## config.mk

```make
export PLATFORM = sky130hd
export DESIGN_NAME = sdram_arbiter_rr
export DESIGN_NICKNAME = d
export VERILOG_FILES = /design/src/rtl/sdram_pkg.sv /design/src/rtl/sdram_arb_pick.sv /design/src/rtl/sdram_arbiter_rr.sv
export SDC_FILE = /design/constraint.sdc
export NUM_CORES = 1
export LEC_CHECK = 0
export ABC_AREA = 1
export BUFFER_PORTS_ARGS = -buffer_cell sky130_fd_sc_hd__buf_4
export CORE_AREA = 2 2 39 41
export CTS_CLUSTER_SIZE = 10
export DETAILED_ROUTE_END_ITERATION = 8
export DIE_AREA = 0 0 41 43
export HOLD_SLACK_MARGIN = 0.03
export PLACE_DENSITY = 0.64
export SLEW_MARGIN = 20
export SYNTH_ARGS = -nofsm -noshare
export SYNTH_HDL_FRONTEND = slang
export SYNTH_SLANG_ARGS = --single-unit
```

## constraint.sdc

```tcl
create_clock -name clk -period 1.1 [get_ports clk]
set_input_delay 0 -clock clk [delete_from_list [all_inputs] [get_ports clk]]
set_output_delay 0 -clock clk [all_outputs]
set_load 0.02 [all_outputs]
```

## src/rtl/sdram_pkg.sv

```systemverilog
// Shared types and constants for the SDRAM port arbiter.
package sdram_pkg;

   typedef enum logic {
      ARB_IDLE  = 1'b0,
      ARB_GRANT = 1'b1
   } arb_state_e;

   localparam int unsigned ARB_FIXED = 0;
   localparam int unsigned ARB_RR    = 1;

endpackage

```

## src/rtl/sdram_arb_pick.sv

```systemverilog
// Combinational winner picker: lowest set bit, or first set bit after ptr with wrap.
module sdram_arb_pick #(
   parameter int unsigned NUM_CH = 4,
   parameter int unsigned IDX_W  = $clog2(NUM_CH)
) (
   input  logic [NUM_CH-1:0] req_m,
   input  logic [IDX_W-1:0]  ptr,
   input  logic              mode,
   output logic [IDX_W-1:0]  win_idx_c,
   output logic              found_c
);

   always_comb begin
      int unsigned idx;
      win_idx_c = '0;
      found_c   = 1'b0;
      idx       = 0;
      for (int unsigned i = 0; i < NUM_CH; i++) begin
         idx = mode ? ((32'(ptr) + 32'd1 + i) % NUM_CH) : i;
         if (!found_c && req_m[IDX_W'(idx)]) begin
            found_c   = 1'b1;
            win_idx_c = IDX_W'(idx);
         end
      end
   end

endmodule

```

## src/rtl/sdram_arbiter_rr.sv

```systemverilog
// N-channel SDRAM port arbiter: fixed-priority or round-robin, optional max-hold release.
module sdram_arbiter_rr
   import sdram_pkg::*;
#(
   parameter int unsigned NUM_CH   = 4,
   parameter int unsigned IDX_W    = $clog2(NUM_CH),
   parameter int unsigned MODE     = 0,
   parameter int unsigned MAX_HOLD = 0,
   parameter int unsigned HOLD_W   = 16
) (
   input  logic              clk,
   input  logic              rst_n,
   input  logic [NUM_CH-1:0] req,
   output logic [NUM_CH-1:0] ack,
   output logic [IDX_W-1:0]  ack_idx,
   output logic              busy,
   output logic              timeout
);

   localparam logic MODE_RR = (MODE == ARB_RR);

   arb_state_e        state_q, state_d;
   logic [NUM_CH-1:0] ack_q, ack_d;
   logic [IDX_W-1:0]  ack_idx_q, ack_idx_d;
   logic              busy_q, busy_d;
   logic              timeout_q, timeout_d;
   logic [HOLD_W-1:0] hold_q, hold_d;
   logic [IDX_W-1:0]  ptr_q, ptr_d;
   logic              excl_vld_q, excl_vld_d;
   logic [IDX_W-1:0]  excl_idx_q, excl_idx_d;

   logic [NUM_CH-1:0] excl_mask_c;
   logic [NUM_CH-1:0] req_m_c;
   logic [IDX_W-1:0]  win_idx_c;
   logic              found_c;

   // A timed-out channel sits out one arbitration unless it is the only requester.
   always_comb begin
      excl_mask_c = excl_vld_q ? (NUM_CH'(1) << excl_idx_q) : '0;
      req_m_c     = ((req & ~excl_mask_c) != '0) ? (req & ~excl_mask_c) : req;
   end

   sdram_arb_pick #(
      .NUM_CH (NUM_CH),
      .IDX_W  (IDX_W)
   ) u_pick (
      .req_m     (req_m_c),
      .ptr       (ptr_q),
      .mode      (MODE_RR),
      .win_idx_c (win_idx_c),
      .found_c   (found_c)
   );

   always_comb begin
      state_d    = state_q;
      ack_d      = ack_q;
      ack_idx_d  = ack_idx_q;
      busy_d     = busy_q;
      timeout_d  = 1'b0;
      hold_d     = hold_q;
      ptr_d      = ptr_q;
      excl_vld_d = excl_vld_q;
      excl_idx_d = excl_idx_q;
      case (state_q)
         ARB_IDLE: begin
            if (found_c) begin
               state_d    = ARB_GRANT;
               ack_d      = NUM_CH'(1) << win_idx_c;
               ack_idx_d  = win_idx_c;
               busy_d     = 1'b1;
               hold_d     = '0;
               ptr_d      = win_idx_c;
               excl_vld_d = 1'b0;
            end
         end
         ARB_GRANT: begin
            // A release on the expiry cycle wins over the forced release.
            if (!req[ack_idx_q]) begin
               state_d = ARB_IDLE;
               ack_d   = '0;
               busy_d  = 1'b0;
            end else if ((MAX_HOLD != 0) && (hold_q == HOLD_W'(MAX_HOLD - 1))) begin
               state_d    = ARB_IDLE;
               ack_d      = '0;
               busy_d     = 1'b0;
               timeout_d  = 1'b1;
               excl_vld_d = 1'b1;
               excl_idx_d = ack_idx_q;
            end else if (hold_q != '1) begin
               hold_d = hold_q + HOLD_W'(1);
            end
         end
         default: begin
            state_d = ARB_IDLE;
            ack_d   = '0;
            busy_d  = 1'b0;
         end
      endcase
   end

   always_ff @(posedge clk or negedge rst_n) begin
      if (!rst_n) begin
         state_q    <= ARB_IDLE;
         ack_q      <= '0;
         ack_idx_q  <= '0;
         busy_q     <= 1'b0;
         timeout_q  <= 1'b0;
         hold_q     <= '0;
         ptr_q      <= IDX_W'(NUM_CH - 1);
         excl_vld_q <= 1'b0;
         excl_idx_q <= '0;
      end else begin
         state_q    <= state_d;
         ack_q      <= ack_d;
         ack_idx_q  <= ack_idx_d;
         busy_q     <= busy_d;
         timeout_q  <= timeout_d;
         hold_q     <= hold_d;
         ptr_q      <= ptr_d;
         excl_vld_q <= excl_vld_d;
         excl_idx_q <= excl_idx_d;
      end
   end

   assign ack     = ack_q;
   assign ack_idx = ack_idx_q;
   assign busy    = busy_q;
   assign timeout = timeout_q;

endmodule
```

Yosys cells after proc, flatten, opt, wreduce, memory -nomap -nowiden:

Index checks and enable logic that the tools add are counted.

* bits in registers: 8
* output and inout bits: 8
* bits of input ports: 6
* word-level logic and storage cells: 35

* bitwise logic cells: 1
* reduce and logical (&&, ||, !) cells: 8
* mux-type cells: 18
* equality and inequality tests: 2
* $lt $le $gt $ge: 1
* shift-type cells: 1

Operators by type and width (number)
* 1-bit two-way mux: 10
* 4-bit two-way mux: 2
* 4-bit case mux with 2 select lines: 1
* 2-bit two-way mux: 2
* 2-bit inequality test, second input constant: 2
* 1-bit case mux with 2 select lines: 2
* 2-bit AND reduction: 2
* 1-bit by 2-bit left shift with 4-bit output, first input constant: 1
* 1-bit logical AND: 3
* 1-bit logical NOT: 3
* 2-bit by 3-bit < comparator with 1-bit output, second input constant: 1
* 1-bit binary-select mux with 2-bit select: 1
* 1-bit NOT: 1

Logic depth before layout (Yosys ltp):

* depth in word-level cells: 13
* gate-level depth with buffers: 7
* gate-level depth less buffers: 7

Hierarchy:

A second synthesis with hierarchy kept.

* cells, all modules: 121
* area total of the unflattened synthesis: 798.3 um^2

By module, submodules not included
* sdram_arbiter_rr: seq. area each 252.7 um^2, times used 1, area each 439.2 um^2, cells an instance 51
* sdram_arb_pick: seq. area each 0.0 um^2, times used 1, area each 359.1 um^2, cells an instance 70

Worst setup path after synthesis:

Ideal clock, no wire load.

* path kind: flip-flop to flip-flop
* start: register ack_idx_q[0] (netlist: ack_idx[0])
* end: register ack_q[0] (netlist: ack[0])
* period minus slack after synthesis: 1.080 ns
* buffers on the path: 0
* data required time: 0.983 ns
* stages on the path, launching flop included: 8
* path slack: 0.020 ns
* arrival time: 0.963 ns
* setup time: 0.117 ns
* cell sequence: dfrtp_1 inv_1 nand2_1 nand3_1 nand3_1 nand2_2 nand2_1 nand2_1

* word-level cells in the longest chain between the ends: 4

RTL lines
* start: declaration: line sdram_arbiter_rr.sv:24 `logic [IDX_W-1:0] ack_idx_q, ack_idx_d;`
* start signal: assignment: line sdram_arbiter_rr.sv:115 `ack_idx_q <= ack_idx_d;`
* 1-bit binary-select mux with 2-bit select: line sdram_arbiter_rr.sv:78 `if (!req[ack_idx_q]) begin`
* 1-bit two-way mux (implied by the code): line sdram_arbiter_rr.sv:78
* 2-bit inequality test (no line)
* 2-bit AND reduction (no line)
* end signal: assignment: line sdram_arbiter_rr.sv:114 `ack_q <= ack_d;`
* end: declaration: line sdram_arbiter_rr.sv:23 `logic [NUM_CH-1:0] ack_q, ack_d;`

Every way passes these cells. The select of a mux whose other input is x is not followed.
A chain may end at the register's enable or synchronous reset.

Worst setup path after layout:

* start: register ack_idx_q[0] (netlist: ack_idx[0])
* end: register ack_q[1] (netlist: ack[1])

Same word-level chain as after synthesis.

==> flow_metrics.py <==
metrics = {
    "run_status": {
        "outcome": "completed",
    },
    "critical_path": {
        "worstReg2RegEnd": "ack[1]",
        "critical_path.startpoint": "ack_idx[0]",
        "cpPeakStageDelay_ns": 0.40,
        "cpMaxStageDelayCell": "dfrtp_1",
        "cpMostUsedCell": "nand2_1",
        "path_cells": "inv_2 -> nand2_1 -> nand3_2 -> nand3_2 -> nand2_2 -> nand2_1 -> nand2_1",
        "worstRegToRegCells": 7,
        "worst-path-max-fanout": 4,
        "crit_type": "flip-flop to flip-flop",
        "crit_arrival_ns": 1.16,
        "crit_family": "simple AND/OR/NAND/NOR gates",
        "ff2ff_setup_slack_ns": 0.08,
        "critPathCaptureType": "flip-flop",
        "timing.critical_path.buf_inv": 1,
        "reg2reg_from": "ack_idx[0]",
        "required_ns": 1.24,
        "cp-start-kind": "flip-flop",
    },
    "final_layout": {
        "utilization_pct": 43.04,
        "final_common_cell": "nand2_1",
        "drive_gt1_share_pct": 34.25,
        "nets": 81,
        "stdcell_count": 89,
        "syn_to_final_growth_pct": 50.63,
        "final_cell_mix": "20 x nand2_1, 14 x buf_4, 8 x dfrtp_1",
        "diodes": 0,
    },
    "grt": {
        "grt_max_degree": 9,
        "grt_usage_pct": 10.73,
        "grt_pass1_vias": 325,
        "antenna_found_initial": 0,
        "grt-ovfl-total": 0,
        "grt_pass1_wl_mm": 1.221,
    },
    "timing": {
        "hold_viol": 0,
        "setup_viol": 0,
        "final.setup_skew_ns": 0.004447,
        "max_clock_freq_mhz": 982.0,
        "rsz0062_at_grt": "false",
        "finalCriticalPeriod_ns": 1.018,
        "fin_ws_ns": 0.08167,
        "tns_ns": 0,
        "slew_violations": 0,
        "post-route-period-util_pct": 92.58,
    },
    "placement": {
        "dp_cells": 80,
        "gp_congestion": 0.8365,
        "place_ws_ns": 0.04629,
        "port_buffers": 12,
        "hpwl_um": 641.6,
    },
    "logic_synthesis": {
        "avgSynthCellArea_um2": 7.460,
        "ys_warn_count": 0,
        "ys_types": 13,
        "synth-seq-area-share_pct": 50.63,
        "syn_nets": 59,
        "ys_ff_latch": 8,
        "synth_area_um2": 395.4,
        "synthCells": 53,
    },
    "clock_network": {
        "clk_path_buf_depth": 2,
        "clk_pin_slew_ns": 0.06,
        "cts_tree": "yes",
        "numCtsBuffers": 3,
        "cts-root-buf": "clkbuf_4",
        "worstSkewPairLatency_ns": 0.26,
        "cts_sinks": 8,
        "htreeDepth": 1,
    },
    "power_and_ir_drop": {
        "seqPwrFrac_pct": 34.4,
        "sw_frac_of_total_pct": 42.14,
        "power_density_nw_per_um2": 2483,
        "clockPowerShare_pct": 15.4,
        "switchingPower_uw": 623.2,
        "vdd_drop_max_mv": 0.7478,
        "p_int_uw": 855.7,
        "p_leak_uw": 0.0003377,
        "combPwrFrac_pct": 50.2,
    },
    "die": {
        "start_util_pct": 28.57,
        "die_h_um": 43,
        "die_area_um2": 1763,
        "core-area_um2": 1384,
        "num_io_pins": 14,
        "die_w_um": 41,
        "fp-row-count": 14,
    },
    "drt": {
        "routed_wl_um": 934,
        "wl_per_cell_um": 10.49,
        "vias_per_cell": 4.427,
        "drt_pre_antenna_iters": 4,
        "drtAntennaViolNets": 0,
        "drt_iter0_markers": 10,
        "vias": 394,
        "drc": 0,
    },
    "hold_path": {
        "hold_end": "ack[2]",
        "min_path_type": "primary input to flip-flop",
        "worstHoldStart": "req[1]",
        "min_path_cells": 4,
    },
    "flow_run": {
        "max_cap_viol_count": 0,
    },
}
[timing repair]
item / CTS / global route
buffers inserted: 0 / 2
endpoints found under the hold margin: 11 / 0
resized for setup: 0 / 6
hold buffers: 4 / 0
endpoints found under the setup margin: 0 / 5
[sequential cells by signal (all words and copies together), names as in the netlist]
| register | count |
|---|---|
| ack | 4 |
| ack_idx | 2 |
| busy | 1 |
| state_q | 1 |
[power by group through the flow]
stage                     logic, uW  clock network [uW]  registers [uW]
final                           743                 227             508
after CTS                       638                 240             501
after global placement          621                   0             502
after detailed placement        624                   0             507
after global routing            814                 256             524
after floorplan                 277                   0             610
[synth_stat cells]
| cell type | n | area (um2) |
|---|---|---|
| nand2_1 | 20 | 75.07 |
| buf_4 | 1 | 7.510 |
| o21ai_1 | 1 | 5.000 |
| nor3_1 | 1 | 5.000 |
| conb_1 | 1 | 3.750 |
| nor2_2 | 2 | 12.51 |
| nand3_1 | 5 | 25.02 |
| nor2_1 | 1 | 3.750 |
| inv_1 | 8 | 30.03 |
| a21oi_1 | 1 | 5.000 |
| o21ai_0 | 2 | 10.01 |
| nand2_2 | 2 | 12.51 |
| dfrtp_1 | 8 | 200.2 |
[metal layers]
metal  wire length, um  GRT usage (%)  up-vias
met5                 0              0        -
met4                18          10.00        0
met3                35          1.571        2
met2               448          13.44       11
met1               432          14.85      180
li1                  -              -      201
[worst reg2reg max path: cells and delay by family, from the launching register on]
kind          cells  cell delay, ns
simple gates      6            0.45
flops             1            0.40
buf+inv           1            0.06
[worst max path at each step]
stage,end,slack (ns),cells past startpoint
global placement,ack[1],0.07,7
detailed placement,ack[1],0.05,7
floorplan,ack[0],0.02,7
finish,ack[1],0.08,7
CTS,ack[1],0.03,7
global route,ack[1],0.005,7
[per-stage QoR]
step | power [uW] | hold WS [ns] | instance area (um2)
global route | 1594 | 0.04103 | 595.6
finish | 1479 | 0.03698 | 595.6
CTS | 1379 | 0.03391 | 560.5
global placement | 1122 | -0.1753 | 498.0
detailed placement | 1130 | -0.1724 | 498.0
floorplan | 887.0 | -0.2956 | 395.4
[final cells by class]
class,count,area (um2)
well taps,16,20.02
repair buffers,18,145.1
clock buffers,3,22.52
inverters,8,30.03
fillers,142,788.3
multi-input cells,36,177.7
flip-flops and latches,8,200.2
[cells by family (layout without fill, tap and decap cells)]
family,count (synthesis),count (layout),share of synthesized area [%]
other,1,1,0.9485
buffers and inverters,9,29,9.495
AO/OA/AOI/OAI,4,4,5.061
AND/OR/NAND/NOR,31,31,33.86
flip-flops,8,8,50.63
(Power assumes the default switching activity.)
